==> config.mk <==
export PLATFORM = sky130hd
export DESIGN_NAME = pwm_timebase
export DESIGN_NICKNAME = d
export VERILOG_FILES = /design/src/rtl/pwm_timebase.sv
export SDC_FILE = /design/constraint.sdc
export NUM_CORES = 1
export LEC_CHECK = 0
export BUFFER_PORTS_ARGS = -buffer_cell sky130_fd_sc_hd__clkbuf_2
export CAP_MARGIN = 20
export CORE_ASPECT_RATIO = 1.25
export CORE_MARGIN = 2
export CORE_UTILIZATION = 50
export CTS_CLUSTER_SIZE = 16
export DETAILED_ROUTE_END_ITERATION = 10
export MAX_ROUTING_LAYER = met4
export PLACE_DENSITY = 0.72
export SETUP_SLACK_MARGIN = 0.2
export SLEW_MARGIN = 10
export SYNTH_ARGS = -nofsm -noshare
export SYNTH_HDL_FRONTEND = slang
export SYNTH_SLANG_ARGS = --single-unit
==> constraint.sdc <==
create_clock -name clk -period 4.5 [get_ports clk]
set_input_delay 0.9 -clock clk [delete_from_list [all_inputs] [get_ports clk]]
set_output_delay 0.9 -clock clk [all_outputs]
set_load 0.02 [all_outputs]
==> src/rtl/pwm_timebase.sv <==
// pwm_timebase: centre-aligned PWM carrier with double-buffered period/prescaler and event strobes
//
// Optional feature macro: PWM_TIMEBASE_ADC_TRIG_EN
//   defined   -> adc_trig pulses when the up-counting carrier reaches adc_trig_pos
//   undefined -> adc_trig tied low, adc_trig_pos ignored
//
// Ports:
//   clk          54 MHz PLL clock
//   rst          synchronous active-high reset
//   enable       1 = carrier runs, 0 = freeze (pending writes still accepted)
//   period_in    new half-period P (values below 2 clamp to 2)
//   period_wr    one-cycle write strobe for period_in/presc_in into the shadow registers
//   presc_in     new prescaler; one tick every presc+1 clocks
//   adc_trig_pos carrier value that fires adc_trig on the up-count
//   cnt          carrier counter (0..P)
//   dir          1 = up, 0 = down
//   zero_evt     pulse when cnt just became 0
//   peak_evt     pulse when cnt just became P
//   period_upd   pulse when the shadow period/prescaler were loaded (coincides with zero_evt)
//   adc_trig     pulse at the ADC sample point
module pwm_timebase #(
  parameter int CNT_W = 16,
  parameter int PRESC_W = 8,
  parameter logic [CNT_W-1:0] DEFAULT_PERIOD = CNT_W'(1350)
) (
  input  logic               clk,
  input  logic               rst,
  input  logic               enable,
  input  logic [CNT_W-1:0]   period_in,
  input  logic               period_wr,
  input  logic [PRESC_W-1:0] presc_in,
  input  logic [CNT_W-1:0]   adc_trig_pos,
  output logic [CNT_W-1:0]   cnt,
  output logic               dir,
  output logic               zero_evt,
  output logic               peak_evt,
  output logic               period_upd,
  output logic               adc_trig
);
  logic [CNT_W-1:0] cnt_q, cnt_d, cnt_inc;
  logic [CNT_W-1:0] period_q, period_d, pend_period_q, pend_period_d;
  logic [PRESC_W-1:0] presc_q, presc_d, pend_presc_q, pend_presc_d;
  logic [PRESC_W-1:0] psc_cnt_q, psc_cnt_d;
  logic dir_q, dir_d, pend_vld_q, pend_vld_d;
  logic zero_q, zero_d, peak_q, peak_d, upd_q, upd_d, adc_q, adc_d;
  logic tick, at_peak, at_valley, load;
  always_comb begin
    tick = enable && (psc_cnt_q == presc_q);
    cnt_inc = cnt_q + 1'b1;
    at_peak = tick && dir_q && (cnt_inc == period_q);
    at_valley = tick && !dir_q && (cnt_q == CNT_W'(1));
    // the valley consumes the shadow contents as they stood before this clock's write
    load = at_valley && pend_vld_q;
    psc_cnt_d = !enable ? psc_cnt_q : tick ? '0 : psc_cnt_q + 1'b1;
    cnt_d = !tick ? cnt_q : dir_q ? cnt_inc : cnt_q - 1'b1;
    dir_d = at_peak ? 1'b0 : at_valley ? 1'b1 : dir_q;
    period_d = load ? pend_period_q : period_q;
    presc_d = load ? pend_presc_q : presc_q;
    pend_period_d = period_wr ? (period_in < CNT_W'(2) ? CNT_W'(2) : period_in) : pend_period_q;
    pend_presc_d = period_wr ? presc_in : pend_presc_q;
    pend_vld_d = period_wr ? 1'b1 : load ? 1'b0 : pend_vld_q;
    zero_d = at_valley;
    peak_d = at_peak;
    upd_d = load;
`ifdef PWM_TIMEBASE_ADC_TRIG_EN
    // up-count hits, plus the valley itself (position 0) which turns the carrier upward
    adc_d = tick && (cnt_d == adc_trig_pos) && (dir_q || at_valley);
`else
    adc_d = 1'b0;
`endif
  end
`ifndef PWM_TIMEBASE_ADC_TRIG_EN
  logic unused_adc_pos;
  assign unused_adc_pos = ^adc_trig_pos;
`endif
  always_ff @(posedge clk) begin
    if (rst) begin
      cnt_q <= '0;
      dir_q <= 1'b1;
      psc_cnt_q <= '0;
      period_q <= DEFAULT_PERIOD;
      presc_q <= '0;
      pend_period_q <= DEFAULT_PERIOD;
      pend_presc_q <= '0;
      pend_vld_q <= 1'b0;
      zero_q <= 1'b0;
      peak_q <= 1'b0;
      upd_q <= 1'b0;
      adc_q <= 1'b0;
    end else begin
      cnt_q <= cnt_d;
      dir_q <= dir_d;
      psc_cnt_q <= psc_cnt_d;
      period_q <= period_d;
      presc_q <= presc_d;
      pend_period_q <= pend_period_d;
      pend_presc_q <= pend_presc_d;
      pend_vld_q <= pend_vld_d;
      zero_q <= zero_d;
      peak_q <= peak_d;
      upd_q <= upd_d;
      adc_q <= adc_d;
    end
  end
  assign cnt = cnt_q;
  assign dir = dir_q;
  assign zero_evt = zero_q;
  assign peak_evt = peak_q;
  assign period_upd = upd_q;
  assign adc_trig = adc_q;
endmodule

### Word-level counts from Yosys, hierarchy flattened

Index checks and enable logic that the tools add are counted.

* input bits: 44
* register bits after elaboration: 77
* logic and storage cells: 34

* add/subtract/negate cells: 3
* $lt $le $gt $ge: 1
* reduce and logical (&&, ||, !) cells: 9
* equality and inequality tests: 3
* muxes and demuxes: 7

Operator list (count)
* $mux 16: 2
* $add 16x1->16 const B: 1
* $eq 16x1->1 const B: 1
* $eq 16x16->1: 1
* $lt 16x2->1 const B: 1
* $sub 16x1->16 const B: 1
* $add 8x1->8 const B: 1
* $eq 8x8->1: 1
* $mux 8: 1
* $logic_and 1x1->1: 6
* $mux 1: 4
* $reduce_bool 2->1: 2
* $logic_not 1->1: 1

### Depth between registers and ports, before layout

Gate-level depths: netlist (run 1).

* depth after elaboration: 7
* gate-level depth with buffers: 9
* depth with buffers taken out: 8

### Least setup slack after synthesis (run 1)

No wires, ideal clock.

* path kind: input port to flip-flop
* from: in enable
* to: reg pend_vld_q
* buffers on the path: 1
* data arrival time: 2362 ps
* path slack: 2011 ps
* stages on the path: 6
* setup time: 128 ps
* data required time: 4372 ps
* cells stage by stage: clkbuf_1 > nand2b_1 > or3_1 > or4_4 > a21oi_1 > nor2_1

* longest elaborated chain between the ends: 5

RTL lines
* start, declared: line 28 `input logic enable,`
* $logic_and 1x1->1: line 48 `tick = enable && (psc_cnt_q == presc_q);`
* $logic_and 1x1->1 (2 in series): line 51 `at_valley = tick && !dir_q && (cnt_q == CNT_W'(1));`
* $logic_and 1x1->1: line 53 `load = at_valley && pend_vld_q;`
* $reduce_bool 2->1 (no source line)
* end signal, assigned: line 98 `pend_vld_q <= pend_vld_d;`
* end, declared: line 44 `logic dir_q, dir_d, pend_vld_q, pend_vld_d;`

No other way between the ends.
A chain may end at the register's enable or synchronous reset.

### Worst setup path after layout (run 1)

* from: reg cnt_q[4], in the netlist cnt[4]
* to: reg period_q[4]

* longest elaborated chain between the ends: 3

RTL lines
* start, declared: line 40 `logic [CNT_W-1:0] cnt_q, cnt_d, cnt_inc;`
* start signal, assigned: line 91 `cnt_q <= cnt_d;`
* $eq 16x1->1: line 51
* $logic_and 1x1->1: line 51
* $logic_and 1x1->1: line 53
* end signal, assigned: line 94 `period_q <= period_d;`
* end, declared: line 41 `logic [CNT_W-1:0] period_q, period_d, pend_period_q, pend_period_d;`

No other way between the ends.

==> impl_metrics.toml, run 1 <==
[outcome]
status = "finished clean"

[critical_path]
crit_required_ns = 4.79
r2r_slack_ns = 1.65
setup.worst_path.end_class = "flop"
crit_chain = "nor4_1 > nand2_1 > nor3_2 > and3_1 > nand2_1 > a21oi_2"
critPathKind = "flop to flop"
startpoint_type = "flop"
rr_worst_depth = 6
max_stage_delay_ns = 0.83
worstPathArrival_ns = 3.14
crit_path_start = "cnt[4]"
worst_path_most_repeated_cell = "nand2_1"
critPathSlowestCell = "and3_1"
r2r_end = "period_q[4]"
worstPathMaxFanout = 24
timing.rr.start = "cnt[4]"

[floorplan]
die_w_um = 83.0
io_pins = 65
die_h_um = 103
initial_utilization = 0.506
rows = 36
fp.dieArea_um2 = 8520
core_area_um2 = 7700

[place]
io_buffers = 47
placed_area_um2 = 4090
gp_congestion = 0.890
dp_hpwl_um = 5810
dp_slack_ns = 1.69

[pwr]
p_sw_frac = 0.247
p_comb_frac = 0.072
p_seq_frac = 0.521
max-vdd-ir-drop_mv = 0.193
pwr-share-clk = 0.407
netSwitchingPower_w = 0.000339
internal_power_w = 0.00103
leakage_nw = 1.68
power.density_nw_per_um2 = 319

[global_route]
antenna_found_initial = 0
grtUsageTotal = 0.212
grt_max_degree = 44
grt_overflow = 0
grt_pass1_vias = 3043
grt_pass1_wl_um = 14100

[sta]
skew_ns = 0.00666
rsz0062_at_grt = "false"
fin_ws_ns = 1.65
timing.final.crit_period_ns = 2.85
whs_ns = 0.462
slew_headroom = 0.354
setup_tns_ns = 0
hold_viol_final = 0
clock.fmax_mhz = 351
finalSetupViolCount = 0
finalMaxSlewViolations = 0
max_slew.worst_pin.slew_ns = 0.970
fin_crit_sh = 0.634

[cts]
cts_tree = "built"
cts_root_buf = "clkbuf_8"
clk_pin_slew_ns = 0.08
cts.repair.resized = 0
cts_setup_buffers = 0
cts_buffers = 9
htree_levels = 3
hold_buffers = 0
clk_latency_ns = 0.36
cts_sinks = 77
cts_buffer_depth = 2

[min_path]
hold_end = "period_q[9]"
hold_start = "pend_period_q[9]"
hold_path_class = "flop to flop"
min_path_cells = 2

[synthesis]
synth-edff-count = 0
syn_area_um2 = 3900
synth-seq-area-share = 0.395
synthCells = 456
synth_most_common_cell = "dfxtp_1"
ys_top_cells_by_area = "dfxtp_1, nand2_1, mux2i_1, xnor2_1, xor2_1"
synth_commonest_cells = "dfxtp_1, nand2_1, nor2_1"
avgSynthCellArea_um2 = 8.55
synth_top_area_share = 0.395
synth_flop_cell = "dfxtp_1"
ys_types = 51
syn_nets = 504
yosysWarnings = 0
ys_seq_elements = 77
yosys.area.top_type = "dfxtp_1"
synth-async-reset-ratio = 0

[finish]
areaGrowthSynthToFinish_pct = 10.4
layout.nets = 530
layout-drive-gt1-share = 0.189
fillers = 743
final_area_um2 = 4310
diodes = 0

[routing]
drtIter0Drc = 187
drcViolationCount = 0
wl_per_cell_um = 14.4
wl_um = 8390
vias = 3260
avgViaCountPerCell = 5.60
drt_first_pass_iters = 4
ant_nets = 0

[flow_run]
maxCapViolCount = 0
## power groups by stage
| stage | combinational, W | sequential, W | clock [W] |
|---|---|---|---|
| 3_5_place_dp | 0.0000983 | 0.000731 | 0 |
| 6_report | 0.0000982 | 0.000715 | 0.000559 |
| 4_1_cts | 0.0000987 | 0.000715 | 0.000575 |
| 3_3_place_gp | 0.0000956 | 0.000731 | 0 |
| 2_1_floorplan | 0.0000713 | 0.000727 | 0 |
| 5_1_grt | 0.000111 | 0.000719 | 0.000595 |
## stage by stage
stage                     total power (W)  instances  utilization
after CTS                         0.00139        582        0.559
after global placement           0.000826        566        0.531
after global routing              0.00142        582        0.559
final                             0.00137        582        0.559
after floorplan                  0.000798        456            -
after detailed placement         0.000830        566        0.531
## area by class of cell
| type | instances | area, um2 | area share |
|---|---|---|---|
| clock buffer | 11 | 151 | 0.0352 |
| timing repair buffer | 49 | 250 | 0.0581 |
| tap | 95 | 119 | 0.0276 |
| multi-input combinational | 342 | 2160 | 0.503 |
| sequential | 77 | 1540 | 0.358 |
| clock inverter | 5 | 67.6 | 0.0157 |
| inverter | 3 | 11.3 | 0.00262 |
## layout by cell type (no fill, tap or decap), types with 2 or more instances in the layout
cell type and count:
dfxtp_1 77, nand2_1 59, clkbuf_2 47, nor2_1 36, mux2i_1 21, xor2_1 21, xnor2_1 21, nand4_1 20
a21oi_1 19, a21oi_2 15, o21ai_0 13, nor3_1 12, or3_1 12, nand3_1 11, clkbuf_8 11, nor4_1 9
and3_1 7, nand3b_1 7, nand2b_1 5, and2_1 5, nand2_2 5, a211o_1 5, and4_1 4, nor2b_1 4
ha_1 4, inv_1 3, a22oi_1 3, clkinv_4 3, o31ai_1 2, a31oi_1 2, or4_4 2, o22ai_1 2
o311ai_0 2, buf_4 2
## cells by family (layout without fill, tap and decap cells)
family | count (synthesis) | in the layout | share of synthesized area
buf+inv | 37 | 68 | 0.0494
mux | 21 | 21 | 0.0539
other cells | 1 | 1 | 0.000962
xor+xnor | 42 | 42 | 0.0944
simple gates | 206 | 206 | 0.276
compound gates | 68 | 68 | 0.117
flops | 77 | 77 | 0.395
fa+ha+maj | 4 | 4 | 0.0128
## worst max-delay path, delay by kind of cell (launching register included)
kind             cells  cell delay, ns
AO/OA/AOI/OAI        1            0.18
flip-flops           1            0.49
AND/OR/NAND/NOR      5            2.10
## registers in the layout, indices dropped and copies added, names as in the netlist
signal / count
peak_evt: 1
cnt: 16
psc_cnt_q: 8
period_q: 16
zero_evt: 1
pend_vld_q: 1
period_upd: 1
presc_q: 8
pend_presc_q: 8
dir: 1
pend_period_q: 16
## layer usage
metal / vias up / global-route usage / routed length (um)
li1: 1646 / - / -
met1: 1512 / 0.259 / 3820
met2: 81 / 0.340 / 4030
met3: 21 / 0.0296 / 319
met4: 0 / 0.119 / 224
met5: - / - / 0
## how the worst max path moves through the flow
stage | to | slack, ns
6_report | period_q[4] | 1.65
5_1_grt | period_q[7] | 1.31
4_1_cts | period_q[4] | 1.64
3_5_place_dp | presc_q[6] | 1.69
3_3_place_gp | presc_q[4] | 1.78
2_1_floorplan | pend_vld_q | 2.01
(Power assumes the default switching activity.)
==> run 2, diff against run 1 <==
Settings changed: PLACE_DENSITY 0.72 to 0.75.
Clock period 4.5 ns to 2.5 ns, I/O delays scaled along.
==> impl_metrics.toml, run 2 (synthesis gave the netlist of run 1 again) <==
[critical_path]
crit_required_ns = 2.76
setup.worst_path.end_class = "flop"
timing.rr.start = "cnt[4]"
worstPathMaxFanout = 11
r2r_slack_ns = 0.32
critical-path-top-delay-family = "simple AND/OR/NAND/NOR gates"
critPathKind = "flop to flop"
max_stage_delay_ns = 0.54
worst_path_most_repeated_cell = "nand4_1"
startpoint_type = "flop"
crit_path_start = "cnt[4]"
worstPathArrival_ns = 2.44
crit_buf_inv = 0
critPathSlowestCell = "dfxtp_1"
crit_chain = "nand4_1 > nor4_4 > xnor2_1 > a2111oi_2 > nand4_1 > a21o_1"

[routing]
ant_nets = 0
drcViolationCount = 0
avgViaCountPerCell = 5.62
wl_um = 8560
vias = 3379
drtIter0Drc = 243
drt_first_pass_iters = 4
wl_per_cell_um = 14.2

[sta]
fin_crit_sh = 0.874
finalSetupViolCount = 0
hold_viol_final = 0
skew_ns = 0.00939
finalMaxSlewViolations = 0
rsz0062_at_grt = "true"
clock.fmax_mhz = 458
setup_tns_ns = 0
slew_headroom = 0.449
timing.final.crit_period_ns = 2.19
max_slew.worst_pin.slew_ns = 0.827
whs_ns = 0.360

[floorplan]
core_area_um2 = 7700
fp.dieArea_um2 = 8520
die_w_um = 83.0
initial_utilization = 0.506
die_h_um = 103
io_pins = 65
rows = 36

[global_route]
grt_pass1_wl_um = 14400
grt_busiest_layer = "met2"
grt_use_met1 = 0.250
grt_use_met2 = 0.334
gr-usage-met3 = 0.0344
grt_max_degree = 38
grtUsageTotal = 0.213
grt_overflow = 0
antenna_found_initial = 0
grt_pass1_vias = 3190

[place]
dp_hpwl_um = 6220
placed_area_um2 = 4240
io_buffers = 47
gp_congestion = 0.970

[pwr]
leakage_nw = 1.80
max-vdd-ir-drop_mv = 0.498
internal_power_w = 0.00191
pwr-share-clk = 0.408
finalPower_w = 0.00251
p_seq_frac = 0.508
p_sw_frac = 0.238
p_comb_frac = 0.083
power.density_nw_per_um2 = 561
netSwitchingPower_w = 0.000599

[finish]
layout.nets = 549
final_cell_mix = "dfxtp_1, nand2_1, clkbuf_2, nor2_1"
layout-drive-gt1-share = 0.223
areaGrowthSynthToFinish_pct = 14.9
post-route-util = 0.582
layout_commonest_cell = "dfxtp_1"
diodes = 0
final_area_um2 = 4480

[min_path]
hold_path_class = "input port to flop"
hold_start = "period_in[6]"

[cts]
htree_levels = 3
cts_tree = "built"
cts_root_buf = "clkbuf_8"
cts_buffers = 9
hold_buffers = 0
clk_latency_ns = 0.36
cts_buffer_depth = 2
clk_pin_slew_ns = 0.08
cts_sinks = 77

[flow_run]
maxCapViolCount = 0

[outcome]
status = "finished clean"
run 2: changes by cell type in the layout (fill, tap and decap cells not counted), sizes merged:
cell,delta
buf,+19
bufinv,+1
clkinv,-1
run 2: worst register-to-register path, cell delays in order, from the launching register on:
cell and delay [ns]:
dfxtp_1 0.54, nand4_1 0.28, nor4_4 0.38, xnor2_1 0.13, a2111oi_2 0.35, nand4_1 0.20, a21o_1 0.21
run 2: area by class of cell:
class	count	area (um2)
Fill cell	720	3220
Multi-Input combinational cell	342	2180
Sequential cell	77	1540
Timing Repair Buffer	68	409
Clock buffer	11	131
Tap cell	95	119
Clock inverter	5	82.6
Inverter	3	11.3
run 2: path summary, 6_finish.rpt:
path | endpoint | depth (start not counted)
worst max register to register | dir | 6
worst min register to register | period_q[12] | 2
worst max-delay path | dir | 6
worst min-delay path | pend_period_q[6] | 2
run 2: what timing repair did:
item | 4_1_cts | 5_1_grt
setup buffers | 0 | 0
endpoints found under the setup margin | 1 | 7
cloned | 0 | 0
resized for setup | 1 | 6
run 2: layer usage:
| layer | up-vias | wire length, um |
|---|---|---|
| li1 | 1687 | - |
| met1 | 1550 | 3840 |
| met2 | 112 | 3960 |
| met3 | 30 | 403 |
| met4 | 0 | 345 |
| met5 | - | 0 |
run 2: per-stage QoR:
step,setup WS (ns),std cells
after global placement,0.247,585
final,0.315,601
after CTS,0.264,601
after detailed placement,0.203,585
after global routing,0.170,601
after floorplan,0.245,456
run 2: power by group through the flow:
stage	clock network [W]	registers [W]	logic, W
2_1_floorplan	0	0.00131	0.000128
3_3_place_gp	0	0.00130	0.000200
3_5_place_dp	0	0.00131	0.000210
4_1_cts	0.00104	0.00128	0.000210
5_1_grt	0.00110	0.00128	0.000231
6_report	0.00103	0.00128	0.000210
